File: src/rtl/vend_pkg.sv
// Shared coin codes, state encoding and coin arithmetic for the vending transaction controller.
package vend_pkg;

   localparam logic [1:0] TEN     = 2'b00;
   localparam logic [1:0] TWENTY  = 2'b01;
   localparam logic [1:0] FIFTY   = 2'b10;
   localparam logic [1:0] INVALID = 2'b11;

   typedef enum logic [1:0] {
      IDLE   = 2'b00,
      CREDIT = 2'b01,
      VEND   = 2'b10,
      CHANGE = 2'b11
   } vend_state_e;

   function automatic logic [7:0] coin_value(input logic [1:0] code);
      logic [7:0] value;
      case (code)
         TEN:     value = 8'd10;
         TWENTY:  value = 8'd20;
         FIFTY:   value = 8'd50;
         default: value = 8'd0;
      endcase
      return value;
   endfunction

   // Largest coin not exceeding the amount still owed.
   function automatic logic [1:0] greedy_coin(input logic [7:0] amount);
      logic [1:0] code;
      if (amount >= 8'd50) begin
         code = FIFTY;
      end else if (amount >= 8'd20) begin
         code = TWENTY;
      end else begin
         code = TEN;
      end
      return code;
   endfunction

endpackage

File: src/rtl/vend_change_dispenser.sv
// Returns an amount coin by coin over the chg_req/chg_ack handshake, largest coin first.
module vend_change_dispenser
   import vend_pkg::*;
(
   input  logic       CLK,
   input  logic       RESET,
   input  logic       start,
   input  logic [7:0] amount,
   input  logic       chg_ack,
   output logic       chg_req,
   output logic [1:0] chg_coin,
   output logic       done,
   output logic [7:0] remaining
);

   logic [7:0] rem_q, rem_d;
   logic [7:0] rem_after_s;
   logic       chg_req_q, chg_req_d;
   logic [1:0] chg_coin_q, chg_coin_d;
   logic       gap_q, gap_d;
   logic       ack_s;

   assign ack_s       = chg_req_q & chg_ack;
   assign rem_after_s = rem_q - coin_value(chg_coin_q);

   // Load on start, settle a coin on each ack, re-raise the request after a one-cycle gap.
   always_comb begin
      rem_d      = rem_q;
      chg_req_d  = chg_req_q;
      chg_coin_d = chg_coin_q;
      gap_d      = 1'b0;
      if (start) begin
         rem_d      = amount;
         chg_req_d  = 1'b1;
         chg_coin_d = greedy_coin(amount);
      end else if (ack_s) begin
         rem_d      = rem_after_s;
         chg_req_d  = 1'b0;
         chg_coin_d = greedy_coin(rem_after_s);
         gap_d      = (rem_after_s != 8'd0);
      end else if (gap_q) begin
         chg_req_d  = 1'b1;
      end else begin
         chg_req_d  = chg_req_q;
      end
   end

   // Dispenser state registers.
   always_ff @(posedge CLK or negedge RESET) begin
      if (!RESET) begin
         rem_q      <= 8'd0;
         chg_req_q  <= 1'b0;
         chg_coin_q <= 2'b00;
         gap_q      <= 1'b0;
      end else begin
         rem_q      <= rem_d;
         chg_req_q  <= chg_req_d;
         chg_coin_q <= chg_coin_d;
         gap_q      <= gap_d;
      end
   end

   assign chg_req   = chg_req_q;
   assign chg_coin  = chg_coin_q;
   assign done      = ack_s & (rem_after_s == 8'd0);
   assign remaining = rem_d;

endmodule

File: src/rtl/vend_txn_controller.sv
// Two-product coin vending transaction controller: credit, selection, dispense and change.
module vend_txn_controller
   import vend_pkg::*;
#(
   parameter int unsigned PRICE_A        = 40,
   parameter int unsigned PRICE_B        = 60,
   parameter int unsigned MAX_CREDIT     = 90,
   parameter int unsigned TIMEOUT_CYCLES = 1000
) (
   input  logic       CLK,
   input  logic       RESET,
   input  logic       coin_valid,
   input  logic [1:0] coin,
   output logic       coin_accept,
   output logic       coin_reject,
   input  logic       sel_valid,
   input  logic       sel,
   input  logic       cancel,
   output logic       vend_req,
   output logic       vend_sel,
   input  logic       vend_ack,
   output logic       chg_req,
   output logic [1:0] chg_coin,
   input  logic       chg_ack,
   output logic [7:0] credit,
   output logic       busy
);

   localparam int unsigned    TW        = $clog2(TIMEOUT_CYCLES);
   localparam logic [TW-1:0]  TMO_LAST  = TW'(TIMEOUT_CYCLES - 1);
   localparam logic [7:0]     PRICE_A_C = 8'(PRICE_A);
   localparam logic [7:0]     PRICE_B_C = 8'(PRICE_B);
   localparam logic [8:0]     MAX_C     = 9'(MAX_CREDIT);

   if (PRICE_A > MAX_CREDIT || PRICE_B > MAX_CREDIT || MAX_CREDIT > 250 || TIMEOUT_CYCLES < 2) begin : g_param_check
      $error("vend_txn_controller: illegal price/credit/timeout parameters");
   end

   vend_state_e   state_q, state_d;
   logic [7:0]    credit_q, credit_d;
   logic [TW-1:0] tmo_q, tmo_d;
   logic          coin_accept_q, coin_accept_d;
   logic          coin_reject_q, coin_reject_d;
   logic          vend_req_q, vend_req_d;
   logic          vend_sel_q, vend_sel_d;
   logic          busy_q, busy_d;

   logic [8:0]    coin_sum_s;
   logic [7:0]    price_s, chg_rem_s;
   logic          coin_ok_s, sel_ok_s, in_credit_s;
   logic          take_cancel_s, take_sel_s, take_coin_s, take_tmo_s;
   logic          vend_done_s, chg_start_s, chg_done_s;

   // Same-cycle priority in CREDIT is cancel, then an affordable selection, then a coin, then timeout.
   assign in_credit_s   = (state_q == CREDIT);
   assign coin_sum_s    = {1'b0, credit_q} + {1'b0, coin_value(coin)};
   assign coin_ok_s     = coin_valid && (coin != INVALID) && (coin_sum_s <= MAX_C);
   assign price_s       = sel ? PRICE_B_C : PRICE_A_C;
   assign sel_ok_s      = sel_valid && (credit_q >= price_s);
   assign take_cancel_s = in_credit_s && cancel;
   assign take_sel_s    = in_credit_s && !cancel && sel_ok_s;
   assign take_coin_s   = coin_ok_s && ((state_q == IDLE) || (in_credit_s && !cancel && !sel_ok_s));
   assign take_tmo_s    = in_credit_s && !cancel && !sel_ok_s && !coin_ok_s && (tmo_q == TMO_LAST);
   assign vend_done_s   = (state_q == VEND) && vend_ack;
   assign chg_start_s   = take_cancel_s || take_tmo_s || (vend_done_s && (credit_q != 8'd0));

   // State and registered outputs.
   always_ff @(posedge CLK or negedge RESET) begin
      if (!RESET) begin
         state_q       <= IDLE;
         credit_q      <= 8'd0;
         tmo_q         <= '0;
         coin_accept_q <= 1'b0;
         coin_reject_q <= 1'b0;
         vend_req_q    <= 1'b0;
         vend_sel_q    <= 1'b0;
         busy_q        <= 1'b0;
      end else begin
         state_q       <= state_d;
         credit_q      <= credit_d;
         tmo_q         <= tmo_d;
         coin_accept_q <= coin_accept_d;
         coin_reject_q <= coin_reject_d;
         vend_req_q    <= vend_req_d;
         vend_sel_q    <= vend_sel_d;
         busy_q        <= busy_d;
      end
   end

   // Next-state selection.
   always_comb begin
      state_d = state_q;
      case (state_q)
         IDLE: begin
            if (take_coin_s) state_d = CREDIT;
            else             state_d = IDLE;
         end
         CREDIT: begin
            if (take_cancel_s || take_tmo_s) state_d = CHANGE;
            else if (take_sel_s)             state_d = VEND;
            else                             state_d = CREDIT;
         end
         VEND: begin
            if (vend_done_s) state_d = (credit_q != 8'd0) ? CHANGE : IDLE;
            else             state_d = VEND;
         end
         CHANGE: begin
            if (chg_done_s) state_d = IDLE;
            else            state_d = CHANGE;
         end
         default: state_d = IDLE;
      endcase
   end

   // Credit, timeout and handshake outputs; any coin not taken this cycle is refused.
   always_comb begin
      credit_d      = credit_q;
      tmo_d         = tmo_q;
      coin_accept_d = take_coin_s;
      coin_reject_d = coin_valid && !take_coin_s;
      vend_req_d    = vend_req_q;
      vend_sel_d    = vend_sel_q;
      busy_d        = (state_d == VEND) || (state_d == CHANGE);
      if (take_coin_s) begin
         credit_d = coin_sum_s[7:0];
         tmo_d    = '0;
      end else if (take_sel_s) begin
         credit_d   = credit_q - price_s;
         vend_req_d = 1'b1;
         vend_sel_d = sel;
      end else if (vend_done_s) begin
         vend_req_d = 1'b0;
         vend_sel_d = 1'b0;
      end else if (state_q == CHANGE) begin
         credit_d = chg_rem_s;
      end else if (in_credit_s) begin
         tmo_d = tmo_q + TW'(1);
      end else begin
         tmo_d = '0;
      end
   end

   vend_change_dispenser u_change (
      .CLK       (CLK),
      .RESET     (RESET),
      .start     (chg_start_s),
      .amount    (credit_q),
      .chg_ack   (chg_ack),
      .chg_req   (chg_req),
      .chg_coin  (chg_coin),
      .done      (chg_done_s),
      .remaining (chg_rem_s)
   );

   assign coin_accept = coin_accept_q;
   assign coin_reject = coin_reject_q;
   assign vend_req    = vend_req_q;
   assign vend_sel    = vend_sel_q;
   assign credit      = credit_q;
   assign busy        = busy_q;

endmodule
File: config.mk
export PLATFORM = sky130hd
export DESIGN_NAME = vend_txn_controller
export DESIGN_NICKNAME = d
export VERILOG_FILES = /design/src/rtl/vend_pkg.sv /design/src/rtl/vend_change_dispenser.sv /design/src/rtl/vend_txn_controller.sv
export SDC_FILE = /design/constraint.sdc
export NUM_CORES = 1
export LEC_CHECK = 0
export CAP_MARGIN = 20
export CORE_MARGIN = 3
export CORE_UTILIZATION = 53
export DETAILED_ROUTE_END_ITERATION = 7
export GPL_TIMING_DRIVEN = 0
export MAX_ROUTING_LAYER = met4
export PLACE_DENSITY = 0.77
export SKIP_LAST_GASP = 1
export SYNTH_ARGS = -nofsm -noshare
export SYNTH_HDL_FRONTEND = slang
export SYNTH_SLANG_ARGS = --single-unit
File: constraint.sdc
create_clock -name CLK -period 2.9 [get_ports CLK]
set_clock_uncertainty 0.05 [all_clocks]
set_input_delay 0.29 -clock CLK [delete_from_list [all_inputs] [get_ports CLK]]
set_output_delay 0.29 -clock CLK [all_outputs]
set_load 0.005 [all_outputs]
==> out/qor.csv, run 1 <==
metric,value,unit
worstPathRequired,3030,ps
dpl.cell_count,410,
combPwrFrac,7.0,%
final_util,71.00,%
cts_sinks,36,
antennaDiodeCount,0,
first_pass_iters,4,
period_share,99.50,%
antenna_found_initial,0,
switching_share,22.13,%
yosysWarningCount,0,
rsz0062_at_grt,yes,
top_layer,met4,
fin_nets,405,
syn_area_per_cell,9.140,µm²
syn-num-nets,350,
viasPerCell,5.968,
critPathLaunchType,flip-flop,
synth_area,2879,µm²
drtAntennaViolNets,0,
synth_ff_type,dfrtp_1,
drive_gt1_share,27.22,%
seq_area,902.1,µm²
critPathMaxStageDelay,440,ps
cts_root_buffer,clkbuf_8,
place_area,3212,µm²
slew_viol_final,0,
vias,2632,
tns,0,ps
clkPwrFrac,43.3,%
wl_per_cell,16.88,µm
multi_input_area,2011,µm²
worstSetupPathType,flip-flop to flip-flop,
synth.yosys.seq_area_share,31.29,%
yosysUniqueCellTypes,72,
cp_data_arrival_time,3020,ps
ctsHoldBuffers,0,
gp_congestion,0.9652,
period_minus_slack,2886,ps
max-cap-violations,0,
holdWs,44.14,ps
p_int,790.6,µW
grt_pass1_wl,12.45,mm
instances_no_fill,441,
wl,7.445,mm
worstSetupEndpointType,flip-flop,
clockBufferDepth,2,
wl_met1,3.298,mm
wl_met2,3.530,mm
initial_utilization,55.66,%
die_width,79.70,µm
grt_pass1_vias,2598,
hpwlAfterDp,5.127,mm
slew_headroom,45.00,%
grt_overflow,0,
setup_viol_count_final,0,
p_seq_share,49.7,%
die-area,6352,µm²
place_ws,-482.3,ps
grt_usage,25.71,%
worst_hold_path_type,input pin to async pin,
crit_chain,"inv_2, ha_4, nor2_2, nor2_2, ha_2, inv_2, fa_2, and3_4, or2_4, a2111o_1, xnor2_2, mux2_2",
async_flop_share,100.0,%
ir_drop,185.4,µV
post-route-drc-count,0,
path_clk_slew,80,ps
grt_max_degree,37,
io_buffers,25,
area_growth,27.55,%
n_fill_cell,385,
ff2ff_path_depth,12,
met3_length,515,µm
postSynthCellCount,315,
cts_buffers,5,
synth_seq_cells,36,
p_sw,224.7,µW
slowest_stage,dfrtp_1,
cts_tree,done,
clkLatencyLatePin,300,ps
finalPower,1.015,mW
crit_fanout,4,
p_per_area,276.5,nW/µm²
p_leak,1.622,nW
die_h,79.70,µm
hold_viol,0,
outcome,finished clean,
coreArea,5172,µm²
fmaxAchievable,346.5,MHz
finalInstanceArea,3672,µm²
io_pins,26,
worstMarginPinSlew,825.1,ps
synth_edf_count,0,
drt_iter0_drc,237,
h-tree-depth,2,
rows,26,
setup_ws,14.37,ps
worst max-delay path: cells and delay by family (launching register included):
family	cells	cell delay, ps
adders and majority gates	3	700
AOI/OAI and AO/OA	1	410
and+or+nand+nor	4	580
DFF	1	440
buffers and inverters	2	180
xor gates and xnor gates	1	160
muxes	1	260
logic make-up after synthesis:
group | after synthesis | synth area share, %
buffers and inverters | 24 | 4.172
adders and majority gates | 25 | 11.39
muxes | 14 | 5.432
DFF | 36 | 31.29
xor gates and xnor gates | 12 | 3.651
AOI/OAI and AO/OA | 85 | 22.12
and+or+nand+nor | 119 | 21.95
final cells by class:
type / count / share of cell area (%)
inverters: 16 / 1.635
well taps: 70 / 2.385
multi-input cells: 255 / 54.75
clock inverters: 2 / 0.9540
plain buffers: 8 / 1.670
flip-flops and latches: 36 / 24.57
repair buffers: 48 / 12.06
clock buffers: 6 / 1.976
state kept, by name (all words and copies together) (netlist names):
register           cells
busy                   1
vend_req               1
coin_accept            1
u_change.chg_coin      2
state_q                1
u_change.rem_q         8
credit                 8
coin_reject            1
u_change.gap_q         1
vend_sel               1
tmo_q                 10
u_change.chg_req       1
cell usage after synthesis (2+ instances only):
master	count	area [µm²]
o41ai_1	2	17.52
nand4_1	4	25.02
and2_1	3	18.77
and2b_2	2	17.52
nand4b_1	3	26.28
o21ai_1	6	30.03
nand2b_1	2	12.51
buf_6	2	22.52
a2bb2oi_1	2	17.52
nor2_1	20	75.07
a21oi_2	2	17.52
mux2i_1	4	40.04
inv_1	15	56.30
fa_1	2	40.04
nor3_1	10	50.05
a21o_1	5	37.54
a31oi_1	4	25.02
mux2_2	9	101.4
clkbuf_1	3	11.26
and3_1	5	31.28
dfrtp_1	36	900.9
ha_1	23	287.8
nand3b_1	2	15.01
o211ai_1	4	30.03
o21ai_0	19	95.09
a21oi_1	11	55.05
nand2_1	34	127.6
or3_1	2	12.51
xor2_1	2	17.52
nand3_1	14	70.07
nor2b_1	6	37.54
xnor2_1	10	87.58
a21boi_0	2	15.01
o21a_1	2	15.01
a22o_1	6	52.55
per-layer routing:
metal	GRT usage [%]	vias to the layer above
li1	-	1267
met2	39.48	110
met5	-	-
met3	4.289	13
met1	34.50	1242
met4	8.763	0
power groups by stage:
stage	sequential, mW	clock, mW	combinational, mW
2_1_floorplan	0.515	0	0.0308
3_3_place_gp	0.514	0	0.0661
3_5_place_dp	0.514	0	0.0667
4_1_cts	0.505	0.445	0.0687
5_1_grt	0.505	0.473	0.0795
6_report	0.505	0.439	0.0713
cell usage in the layout (no fill, tap or decap), types with 3 or more instances in the layout:
master / instances
nor3_1: 8
a31oi_1: 4
mux2i_1: 3
o21ai_1: 6
nand4_1: 4
o21ai_0: 19
nor2_2: 4
clkbuf_1: 3
nand3_1: 14
ha_2: 3
mux2_2: 9
a21o_1: 5
clkdlybuf4s50_1: 22
nor2b_1: 6
dfrtp_1: 35
a21oi_4: 3
xnor2_1: 7
ha_1: 18
nand2_1: 33
a21oi_1: 9
a22o_1: 6
and3_1: 3
buf_6: 4
buf_4: 21
nand4b_1: 3
nor2_1: 16
inv_1: 12
o211ai_1: 4
clkbuf_8: 6
inv_2: 4
what timing repair did:
item                                    in CTS  in global routing
buffers inserted                            11                 12
endpoints found under the setup margin      14                 27
pin swaps                                    7                 19
gates resized for setup                     12                 32
path summary, 6_finish.rpt:
check                                     startpoint                 to  slack, ps
worst max-delay path            u_change.chg_coin[0]  u_change.rem_q[7]         10
worst min-delay path                           RESET           tmo_q[3]         40
worst max register to register  u_change.chg_coin[0]  u_change.rem_q[7]         10
worst min register to register              vend_req           vend_req        440
max in group asynchronous                      RESET          credit[1]       2190
min in group CLK                            vend_req           vend_req        440
(Power assumes the default switching activity.)
==> run 2: changes to the inputs <==
SETUP_SLACK_MARGIN = 0.3   (was unset)
==> run 2 against run 1 <==
Effect of this change: power down 5.9%; first-iteration DRC count fell by 52%; non-clock buffer count rose by 3; critical path type unchanged; largest cell class unchanged.
==> out/qor.csv, run 2 (synthesized netlist as in run 1, its figures left out) <==
metric,value,unit,change
clkLatencyLatePin,300,ps,about the same
hpwlAfterDp,5.152,mm,+0.51%
wl_per_cell,16.79,µm,-0.56%
instances_no_fill,444,,+0.68%
final_util,71.63,%,+0.63 points
holdWs,50.33,ps,+6.184 ps
r2r_slack,90,ps,+80 ps
p_per_area,257.9,nW/µm²,-6.7%
max-cap-violations,0,,unchanged
gp_congestion,0.8833,,-8.5%
wl,7.454,mm,+0.12%
multi_input_area,2051,µm²,+2.0%
dpl.cell_count,410,,unchanged
worstSetupEndpointType,flip-flop,,
coreArea,5172,µm²,unchanged
clockBufferDepth,2,,unchanged
drt_iter0_drc,114,,-52%
reg2reg_to,u_change.rem_q[7],,
rsz0062_at_grt,yes,,
rows,26,,unchanged
grt_overflow,0,,unchanged
crit_fanout,3,,-1
seq_area,905.9,µm²,+0.42%
cp_data_arrival_time,2940,ps,-80 ps
worstSetupPathType,flip-flop to flip-flop,,
mostFrequentLayoutCells,"34 x nand2_1, 32 x dfrtp_1, 25 x buf_4",,
io_buffers,25,,unchanged
fmaxAchievable,356.1,MHz,+2.8%
largest_register,tmo_q,,
drtAntennaViolNets,0,,unchanged
p_leak,1.617,nW,-0.30%
setup_viol_count_final,0,,unchanged
grt_pass1_wl,12.72,mm,+2.2%
period_minus_slack,2808,ps,-77.79 ps
ff2ff_path_depth,12,,unchanged
io_pins,26,,unchanged
ir_drop,253.0,µV,+36%
post-route-drc-count,0,,unchanged
worstPathRequired,3030,ps,about the same
cts_sinks,36,,unchanged
final_common_cell,nand2_1,,
fin_nets,408,,+0.74%
die_width,79.70,µm,unchanged
antenna_found_initial,0,,unchanged
worst_hold_path_type,input pin to async pin,,
worstMarginPinSlew,838.0,ps,+12.94 ps
finalInstanceArea,3705,µm²,+0.89%
outcome,finished clean,,
vias,2653,,+0.80%
hold_viol,0,,unchanged
slew_viol_final,0,,unchanged
critPathLaunchType,flip-flop,,
antennaDiodeCount,0,,unchanged
path_clk_slew,80,ps,about the same
cts_tree,done,,
h-tree-depth,2,,unchanged
largest_register_ffs,10,,unchanged
tns,0,ps,unchanged
period_share,96.82,%,-2.7 points
n_fill_cell,382,,-0.78%
place_area,3241,µm²,+0.90%
grt_max_degree,37,,unchanged
die-area,6352,µm²,unchanged
viasPerCell,5.975,,+0.12%
die_h,79.70,µm,unchanged
r2r-start,u_change.chg_coin[0],,
grt_pass1_vias,2685,,+3.3%
first_pass_iters,5,,+1
slew_headroom,44.13,%,-0.86 points
grt_usage,26.15,%,+0.44 points
cts_buffers,5,,unchanged
area_growth,28.68,%,
initial_utilization,55.66,%,unchanged
cp-startpoint,u_change.chg_coin[0],,
drive_gt1_share,29.14,%,+1.9 points
cts_root_buffer,clkbuf_8,,
run 2: worst max-delay path by stage:
stage                     cells after the start  slack (ps)                end
final                                        12          90  u_change.rem_q[7]
after global routing                         12          -3  u_change.rem_q[7]
after CTS                                    12         100  u_change.rem_q[7]
after detailed placement                     13        -460          credit[6]
after global placement                       13        -400          credit[6]
after floorplan                              12         230  u_change.rem_q[7]
run 2: repair_timing:
item,CTS,global route
resized for setup,30,24
hold buffers,0,0
cloned,1,0
pin swaps,11,2
endpoints found under the setup margin,32,29
setup buffers,19,6
run 2: through the flow:
| stage | total power [mW] | setup slack (ps) |
|---|---|---|
| floorplan | 0.5462 | 229.0 |
| global placement | 0.5812 | -398.8 |
| detailed placement | 0.5821 | -456.3 |
| CTS | 0.9563 | 102.1 |
| global route | 0.9884 | -2.836 |
| finish | 0.9556 | 92.16 |
run 2: metal layers:
metal,vias up,global-route usage (%),routed length (µm)
li1,1266,-,-
met1,1287,34.48,3326
met2,83,41.82,3630
met3,17,3.499,374
met4,0,8.419,124
met5,-,-,0
run 2: worst max-delay path: stages (launching register included):
cell      delay, ps
dfrtp_2         440
inv_4            90
ha_4            130
nor2_1           30
nor2_1          110
ha_2            200
inv_2            50
fa_2            330
and3_4          180
or2_4           250
a2111o_1        400
xnor2_2         150
mux2_4          270
run 2: power by group:
group          leakage, nW  total [mW]  switching [mW]  internal [mW]
logic                 1.09      0.0702          0.0398         0.0304
clock network       0.0445       0.381           0.188          0.193
registers            0.482       0.504        0.000842          0.504
run 2: area by class of cell:
| cell class | count | share of cell area, % |
|---|---|---|
| Clock buffer | 7 | 2.330 |
| Inverter | 16 | 1.689 |
| Tap cell | 70 | 2.364 |
| Multi-Input combinational cell | 255 | 55.35 |
| Clock inverter | 1 | 0.2026 |
| Sequential cell | 36 | 24.45 |
| Buffer | 8 | 1.722 |
| Timing Repair Buffer | 51 | 11.89 |
